## src/rtl/lock_pkg.sv

```systemverilog
// Shared constants and helpers for the password-lock input front end.
// Button indices, event-flag bit positions and priority/popcount helpers.
package lock_pkg;

    localparam int SW_NUM  = 10;
    localparam int BTN_NUM = 4;

    localparam int BTN_RESET     = 0;
    localparam int BTN_ADMIN     = 1;
    localparam int BTN_OK        = 2;
    localparam int BTN_BACKSPACE = 3;

    localparam logic DIR_UP   = 1'b1;
    localparam logic DIR_DOWN = 1'b0;

    localparam int FLAG_STROBE = 0;
    localparam int FLAG_DIR    = 1;

    typedef logic [3:0] sw_idx_t;
    typedef logic [1:0] btn_idx_t;

    // Lowest set index wins; result is don't-care when the vector is zero.
    function automatic sw_idx_t lowest_sw(input logic [SW_NUM-1:0] v);
        lowest_sw = '0;
        for (int i = SW_NUM - 1; i >= 0; i--) begin
            if (v[i]) lowest_sw = sw_idx_t'(i);
        end
    endfunction

    function automatic btn_idx_t lowest_btn(input logic [BTN_NUM-1:0] v);
        lowest_btn = '0;
        for (int i = BTN_NUM - 1; i >= 0; i--) begin
            if (v[i]) lowest_btn = btn_idx_t'(i);
        end
    endfunction

    function automatic logic [3:0] popcount_sw(input logic [SW_NUM-1:0] v);
        popcount_sw = '0;
        for (int i = 0; i < SW_NUM; i++) begin
            popcount_sw = popcount_sw + {3'b000, v[i]};
        end
    endfunction

endpackage

```

## src/rtl/lock_input_conditioner_if.sv

```systemverilog
// Raw pins in, conditioned switch/button events out.
// Events are single-cycle strobes with no backpressure: the consumer must take
// index/direction in the cycle the strobe is high; indices hold otherwise.
interface lock_input_conditioner_if;
    import lock_pkg::*;

    logic [SW_NUM-1:0]  SW;
    logic [BTN_NUM-1:0] BTN;
    logic [SW_NUM-1:0]  SW_Level;
    logic [1:0]         SW_Change_Flag;
    logic [3:0]         Which_SW_Change;
    logic               BTN_Change_Flag;
    logic [1:0]         Which_BTN_Posedge;
    logic [7:0]         Up_Queue;

    modport master (
        output SW, BTN,
        input  SW_Level, SW_Change_Flag, Which_SW_Change,
        input  BTN_Change_Flag, Which_BTN_Posedge, Up_Queue
    );

    modport slave (
        input  SW, BTN,
        output SW_Level, SW_Change_Flag, Which_SW_Change,
        output BTN_Change_Flag, Which_BTN_Posedge, Up_Queue
    );

endinterface

```

## src/rtl/lock_debounce.sv

```systemverilog
// One input bit: 2-flop synchroniser, stability counter and accepted level.
// flip is combinational and high on the edge that toggles stable.
module lock_debounce #(
    parameter int DEBOUNCE_CYCLES = 100000,
    parameter int CNT_W           = $clog2(DEBOUNCE_CYCLES + 1)
) (
    input  logic CLK,
    input  logic RESET,
    input  logic raw,
    output logic stable,
    output logic flip
);

    logic             s1;
    logic             s2;
    logic [CNT_W-1:0] cnt;
    logic             differ;

    assign differ = (s2 != stable);
    // The counter would reach DEBOUNCE_CYCLES on this edge: accept instead.
    assign flip   = differ && (cnt == CNT_W'(DEBOUNCE_CYCLES - 1));

    always_ff @(posedge CLK) begin
        if (RESET) begin
            s1     <= 1'b0;
            s2     <= 1'b0;
            stable <= 1'b0;
            cnt    <= '0;
        end else begin
            s1 <= raw;
            s2 <= s1;
            if (!differ || flip) cnt <= '0;
            else                 cnt <= cnt + CNT_W'(1);
            if (flip) stable <= ~stable;
        end
    end

endmodule

```

## src/rtl/lock_input_conditioner.sv

```systemverilog
// Debounces 10 switches and 4 buttons and serialises their activity into
// one-at-a-time events. Optional Up_Queue tracker: LOCK_INPUT_UP_QUEUE_EN.
module lock_input_conditioner
    import lock_pkg::*;
#(
    parameter int DEBOUNCE_CYCLES = 100000,
    parameter int CNT_W           = $clog2(DEBOUNCE_CYCLES + 1)
) (
    input  logic CLK,
    input  logic RESET,
    lock_input_conditioner_if.slave bus
);

    logic [SW_NUM-1:0]  stable_sw, flip_sw, p_sw, p_sw_next;
    logic [BTN_NUM-1:0] stable_btn, flip_btn, p_btn, p_btn_next;
    sw_idx_t            sw_sel, which_sw_q;
    btn_idx_t           btn_sel, which_btn_q;
    logic               sw_any, btn_any;
    logic               sw_strobe_q, sw_dir_q, btn_strobe_q;

    for (genvar i = 0; i < SW_NUM; i++) begin : g_sw
        lock_debounce #(.DEBOUNCE_CYCLES(DEBOUNCE_CYCLES), .CNT_W(CNT_W)) u_db (
            .CLK(CLK), .RESET(RESET), .raw(bus.SW[i]),
            .stable(stable_sw[i]), .flip(flip_sw[i])
        );
    end

    for (genvar i = 0; i < BTN_NUM; i++) begin : g_btn
        lock_debounce #(.DEBOUNCE_CYCLES(DEBOUNCE_CYCLES), .CNT_W(CNT_W)) u_db (
            .CLK(CLK), .RESET(RESET), .raw(bus.BTN[i]),
            .stable(stable_btn[i]), .flip(flip_btn[i])
        );
    end

    assign sw_any  = |p_sw;
    assign btn_any = |p_btn;

    // Clear the emitted bit first, then fold in this edge's flips, so a flip
    // landing on the emission edge keeps the bit pending.
    always_comb begin
        sw_sel     = lowest_sw(p_sw);
        btn_sel    = lowest_btn(p_btn);
        p_sw_next  = p_sw;
        p_btn_next = p_btn;
        if (sw_any)  p_sw_next[sw_sel]   = 1'b0;
        if (btn_any) p_btn_next[btn_sel] = 1'b0;
        p_sw_next  = p_sw_next ^ flip_sw;
        p_btn_next = p_btn_next | (flip_btn & ~stable_btn);
    end

    always_ff @(posedge CLK) begin
        if (RESET) begin
            p_sw         <= '0;
            p_btn        <= '0;
            sw_strobe_q  <= 1'b0;
            sw_dir_q     <= 1'b0;
            which_sw_q   <= '0;
            btn_strobe_q <= 1'b0;
            which_btn_q  <= '0;
        end else begin
            p_sw         <= p_sw_next;
            p_btn        <= p_btn_next;
            sw_strobe_q  <= sw_any;
            btn_strobe_q <= btn_any;
            if (sw_any) begin
                sw_dir_q   <= stable_sw[sw_sel];
                which_sw_q <= sw_sel;
            end
            if (btn_any) which_btn_q <= btn_sel;
        end
    end

    assign bus.SW_Level                    = stable_sw;
    assign bus.SW_Change_Flag[FLAG_STROBE] = sw_strobe_q;
    assign bus.SW_Change_Flag[FLAG_DIR]    = sw_dir_q;
    assign bus.Which_SW_Change             = which_sw_q;
    assign bus.BTN_Change_Flag             = btn_strobe_q;
    assign bus.Which_BTN_Posedge           = which_btn_q;

`ifdef LOCK_INPUT_UP_QUEUE_EN
    logic [3:0] up_idx_q;
    logic [3:0] up_cnt_q;

    always_ff @(posedge CLK) begin
        if (RESET) begin
            up_idx_q <= '0;
            up_cnt_q <= '0;
        end else begin
            if (sw_any && (stable_sw[sw_sel] == DIR_UP)) up_idx_q <= sw_sel;
            up_cnt_q <= popcount_sw(stable_sw);
        end
    end

    assign bus.Up_Queue = {up_idx_q, up_cnt_q};
`else
    assign bus.Up_Queue = 8'h00;
`endif

endmodule

```

## src/flat_wrapper.sv

```systemverilog
// flat-port wrapper written by rule: the top's interface ports become plain ports
module lock_input_conditioner_flat import lock_pkg::*;
#(
    parameter int DEBOUNCE_CYCLES = 100000,
    parameter int CNT_W           = $clog2(DEBOUNCE_CYCLES + 1)
)
  (CLK, RESET, bus_SW, bus_BTN, bus_SW_Level, bus_SW_Change_Flag, bus_Which_SW_Change, bus_BTN_Change_Flag, bus_Which_BTN_Posedge, bus_Up_Queue);
  lock_input_conditioner_if bus_i ();
  input  logic CLK;
  input  logic RESET;
  input wire logic [$bits(bus_i.SW)-1:0] bus_SW;
  input wire logic [$bits(bus_i.BTN)-1:0] bus_BTN;
  output wire logic [$bits(bus_i.SW_Level)-1:0] bus_SW_Level;
  output wire logic [$bits(bus_i.SW_Change_Flag)-1:0] bus_SW_Change_Flag;
  output wire logic [$bits(bus_i.Which_SW_Change)-1:0] bus_Which_SW_Change;
  output wire logic [$bits(bus_i.BTN_Change_Flag)-1:0] bus_BTN_Change_Flag;
  output wire logic [$bits(bus_i.Which_BTN_Posedge)-1:0] bus_Which_BTN_Posedge;
  output wire logic [$bits(bus_i.Up_Queue)-1:0] bus_Up_Queue;
  assign bus_i.SW = bus_SW;
  assign bus_i.BTN = bus_BTN;
  assign bus_SW_Level = bus_i.SW_Level;
  assign bus_SW_Change_Flag = bus_i.SW_Change_Flag;
  assign bus_Which_SW_Change = bus_i.Which_SW_Change;
  assign bus_BTN_Change_Flag = bus_i.BTN_Change_Flag;
  assign bus_Which_BTN_Posedge = bus_i.Which_BTN_Posedge;
  assign bus_Up_Queue = bus_i.Up_Queue;
  lock_input_conditioner #(.DEBOUNCE_CYCLES(DEBOUNCE_CYCLES), .CNT_W(CNT_W)) u_core (.CLK(CLK), .RESET(RESET), .bus(bus_i));
endmodule
```

## config.mk

```make
export PLATFORM = sky130hd
export DESIGN_NAME = lock_input_conditioner_flat
export DESIGN_NICKNAME = d
export VERILOG_FILES = /design/src/rtl/lock_pkg.sv /design/src/rtl/lock_input_conditioner_if.sv /design/src/rtl/lock_debounce.sv /design/src/rtl/lock_input_conditioner.sv /design/src/flat_wrapper.sv
export SDC_FILE = /design/constraint.sdc
export NUM_CORES = 1
export LEC_CHECK = 0
export ABC_AREA = 0
export CAP_MARGIN = 5
export CORE_AREA = 2 2 211 213
export CTS_CLUSTER_DIAMETER = 80
export DETAILED_ROUTE_END_ITERATION = 8
export DIE_AREA = 0 0 213 215
export PLACE_DENSITY = 0.55
export REMOVE_ABC_BUFFERS = 1
export SLEW_MARGIN = 10
export SYNTH_ARGS = -nofsm -noshare
export SYNTH_HDL_FRONTEND = slang
export SYNTH_SLANG_ARGS = --single-unit
```

## constraint.sdc

```tcl
create_clock -name CLK -period 5.3 [get_ports CLK]
set_input_delay 1.06 -clock CLK [delete_from_list [all_inputs] [get_ports CLK]]
set_output_delay 1.06 -clock CLK [all_outputs]
set_load 0.05 [all_outputs]
```

==> flow_metrics.env <==
export IMPL_port_buffer_count=34
export IMPL_synth_top_area_share_pct=46.9
export IMPL_dpl_cell_area_um2=13700
export IMPL_synth_area_top_cells="dfxtp_1, nor2_1, xnor2_1"
export IMPL_drt_iter0_markers=370
export IMPL_synth_mux_area_share_pct=1.01
export IMPL_ir_drop_mv=0.237
export IMPL_die_y_um=215
export IMPL_synth_compound_area_share_pct=2.96
export IMPL_path_cells="clkdlybuf4s50_1"
export IMPL_cts_sinks=303
export IMPL_finalNetCount=1514
export IMPL_die_area_um2=45800
export IMPL_avgSynthCellArea_um2=8.79
export IMPL_synth_top_family_by_area="simple AND/OR/NAND/NOR gates"
export IMPL_status="finished clean"
export IMPL_synth_edf_count=0
export IMPL_crit_cells=1
export IMPL_cp_num_buf_inv=1
export IMPL_grt_max_degree=83
export IMPL_yosysWarnings=0
export IMPL_place_ws_ns=2.64
export IMPL_pin_count=43
export IMPL_die_w_um=213
export IMPL_dpl_hpwl_mm=15.8
export IMPL_finalCritPeriodShare_pct=56.4
export IMPL_via_count=9346
export IMPL_syn_to_final_growth_pct=13.7
export IMPL_antenna_found_initial=0
export IMPL_critPathLaunchType="flop"
export IMPL_stdcell_area_um2=14700
export IMPL_clkSlewWorstSetupHoldPaths_ns=0.06
export IMPL_final_core_util_pct=33.7
export IMPL_avgRoutedWirePerCell_um=11.1
export IMPL_grt_usage_pct=10.5
export IMPL_grt_pass1_wl_mm=41.6
export IMPL_syn_area_um2=12900
export IMPL_cts_tree="done"
export IMPL_grt_ovfl_total=0
export IMPL_crit_required_ns=4.24
export IMPL_gp_congestion=0.772
export IMPL_whs_ns=0.435
export IMPL_ys_seq_area_share_pct=46.9
export IMPL_cp_max_fo=5
export IMPL_ant_nets=0
export IMPL_clockBufferDepth=3
export IMPL_antenna_cells=0
export IMPL_async_flop_share_pct=0
export IMPL_cp_end_kind="output pin"
export IMPL_postCtsResizedCells=0
export IMPL_viasPerCell=4.45
export IMPL_clock_latency_ns=0.57
export IMPL_synth_ff_type="dfxtp_1"
export IMPL_power_leakage_nw=4.54
export IMPL_cp_arrival_ns=1.93
export IMPL_cp_slowest_cell="clkdlybuf4s50_1"
export IMPL_crit_type="reg -> out"
export IMPL_tightest_slew_ns=0.854
export IMPL_maxCapViolCount=0
export IMPL_power_density_nw_per_um2=308
export IMPL_synth_fa_ha_area_share_pct=1.35
export IMPL_row_count=77
export IMPL_worstHoldPathCells=1
export IMPL_min_path_type="reg -> reg"
export IMPL_max_stage_delay_ns=0.92
export IMPL_ys_types=53
export IMPL_fin_ws_ns=2.31
export IMPL_synth_seq_cells=303
export IMPL_rsz0062_at_grt="no"
export IMPL_yosys_area_share_xor_xnor_pct=15.2
export IMPL_clock_skew_ns=0.0183
export IMPL_cts_made_buffers=30
export IMPL_cts_max_level=1
export IMPL_finalSetupTns_ns=0
export IMPL_slew_violations=0
export IMPL_start_util_pct=29.6
export IMPL_synthSimpleGateAreaFrac_pct=28.6
export IMPL_coreArea_um2=43600
export IMPL_slew_headroom_pct=43.0
export IMPL_routed_wl_mm=23.4
export IMPL_yosysTopAreaCell="dfxtp_1"
export IMPL_cts_root_buf="clkbuf_16"
export IMPL_final_min_clock_period_ns=2.99
export IMPL_reg2reg_depth=4
export IMPL_hold_viol_final=0
export IMPL_dr_pass1_iters=4
export IMPL_postCtsSetupRepairBufs=0
export IMPL_hold_buffers=0
export IMPL_grt_pass1_vias=9004
export IMPL_clock_fmax_mhz=334
export IMPL_cp_top_family="buffers and inverters"
export IMPL_post_route_drc_count=0
export IMPL_drive_above_1_share_pct=4.51
export IMPL_setup_viol=0
export IMPL_synth_cells=1472
-- sequential cells by signal, summed over array words and instances (netlist names), 4 cells and up --
| signal | count |
|---|---|
| u_core.bus.Which_SW_Change | 4 |
| u_core.g_sw.u_db.s1 | 10 |
| u_core.g_btn.u_db.stable | 4 |
| u_core.g_btn.u_db.cnt | 68 |
| u_core.g_sw.u_db.stable | 10 |
| u_core.p_btn | 4 |
| u_core.p_sw | 10 |
| u_core.g_btn.u_db.s2 | 4 |
| u_core.g_sw.u_db.cnt | 170 |
| u_core.g_sw.u_db.s2 | 10 |
| u_core.g_btn.u_db.s1 | 4 |
-- layer usage --
layer	part of all wire, %	up-vias	GRT usage, %
li1	-	4940	-
met1	50	4286	14.1
met2	44	85	17.0
met3	3.4	35	1.83
met4	2.0	0	3.26
met5	0	-	0
-- path summary, 6_finish.rpt --
check	startpoint	end	slack (ns)
max	u_core.g_sw[0].u_db.stable	bus_SW_Level[0]	2.31
max reg2reg	u_core.g_sw[3].u_db.cnt[14]	u_core.g_sw[3].u_db.cnt[5]	3.09
min	u_core.g_sw[8].u_db.s1	u_core.g_sw[8].u_db.s2	0.44
min reg2reg	u_core.g_sw[8].u_db.s1	u_core.g_sw[8].u_db.s2	0.44
-- power by group --
group	switching [mW]	total [mW]	internal [mW]
sequential	0.00728	2.30	2.29
clock	0.897	2.17	1.27
combinational	0.0435	0.0645	0.0210
total	0.948	4.53	3.58
-- placed cells by master, fill, tap and decap left out, types with 3 or more instances in the layout --
cell / count
inv_1: 42
or4b_1: 4
o31ai_1: 3
bufinv_16: 3
o21ai_0: 15
nand4b_1: 3
clkinv_2: 9
xnor2_1: 114
nor4b_1: 7
a21oi_1: 18
a31oi_1: 3
dfxtp_1: 303
mux2i_1: 13
and2_1: 5
nand3b_1: 4
or3_1: 21
clkinvlp_4: 3
clkbuf_1: 3
nor4_2: 4
clkbuf_16: 30
nor2_1: 318
ha_1: 14
or2_2: 5
clkbuf_8: 6
nor2b_1: 32
conb_1: 8
and3_1: 29
nor4bb_1: 8
a221oi_1: 3
nor4_1: 18
nand4_1: 47
and4_1: 16
a211o_1: 3
nand2_1: 84
nand2b_1: 4
xor2_1: 111
nor3_1: 49
nand3_1: 90
clkdlybuf4s50_1: 33
-- area by class of cell --
cell class | instances | area [µm²]
multi-input cells | 1073 | 6390
clock buffers | 39 | 845
well taps | 592 | 741
fillers | 4491 | 28900
inverters | 42 | 158
clock inverters | 17 | 183
repair buffers | 34 | 338
flip-flops and latches | 303 | 6070
-- cell families after synthesis --
kind of cell | Yosys count
other | 1
and+or+nand+nor | 754
AOI/OAI and AO/OA | 59
adders and majority gates | 14
buffers and inverters | 103
xor gates and xnor gates | 225
muxes | 13
DFF | 303
-- per-stage QoR --
stage	std cells	power, mW
2_1_floorplan	1418	2.38
3_3_place_gp	2044	2.41
3_5_place_dp	2044	2.41
4_1_cts	2100	4.61
5_1_grt	2100	4.71
6_report	2100	4.53
-- cell usage after synthesis (21+ instances only) --
cell type,number
nand2_1,84
clkbuf_1,26
xor2_1,111
and3_1,29
nor3_1,49
nand3_1,90
nand4_1,47
dfxtp_1,303
or3_1,21
buf_4,23
inv_1,42
nor2_1,318
nor2b_1,32
xnor2_1,114
No activity file was read; power rests on OpenSTA's default activity.
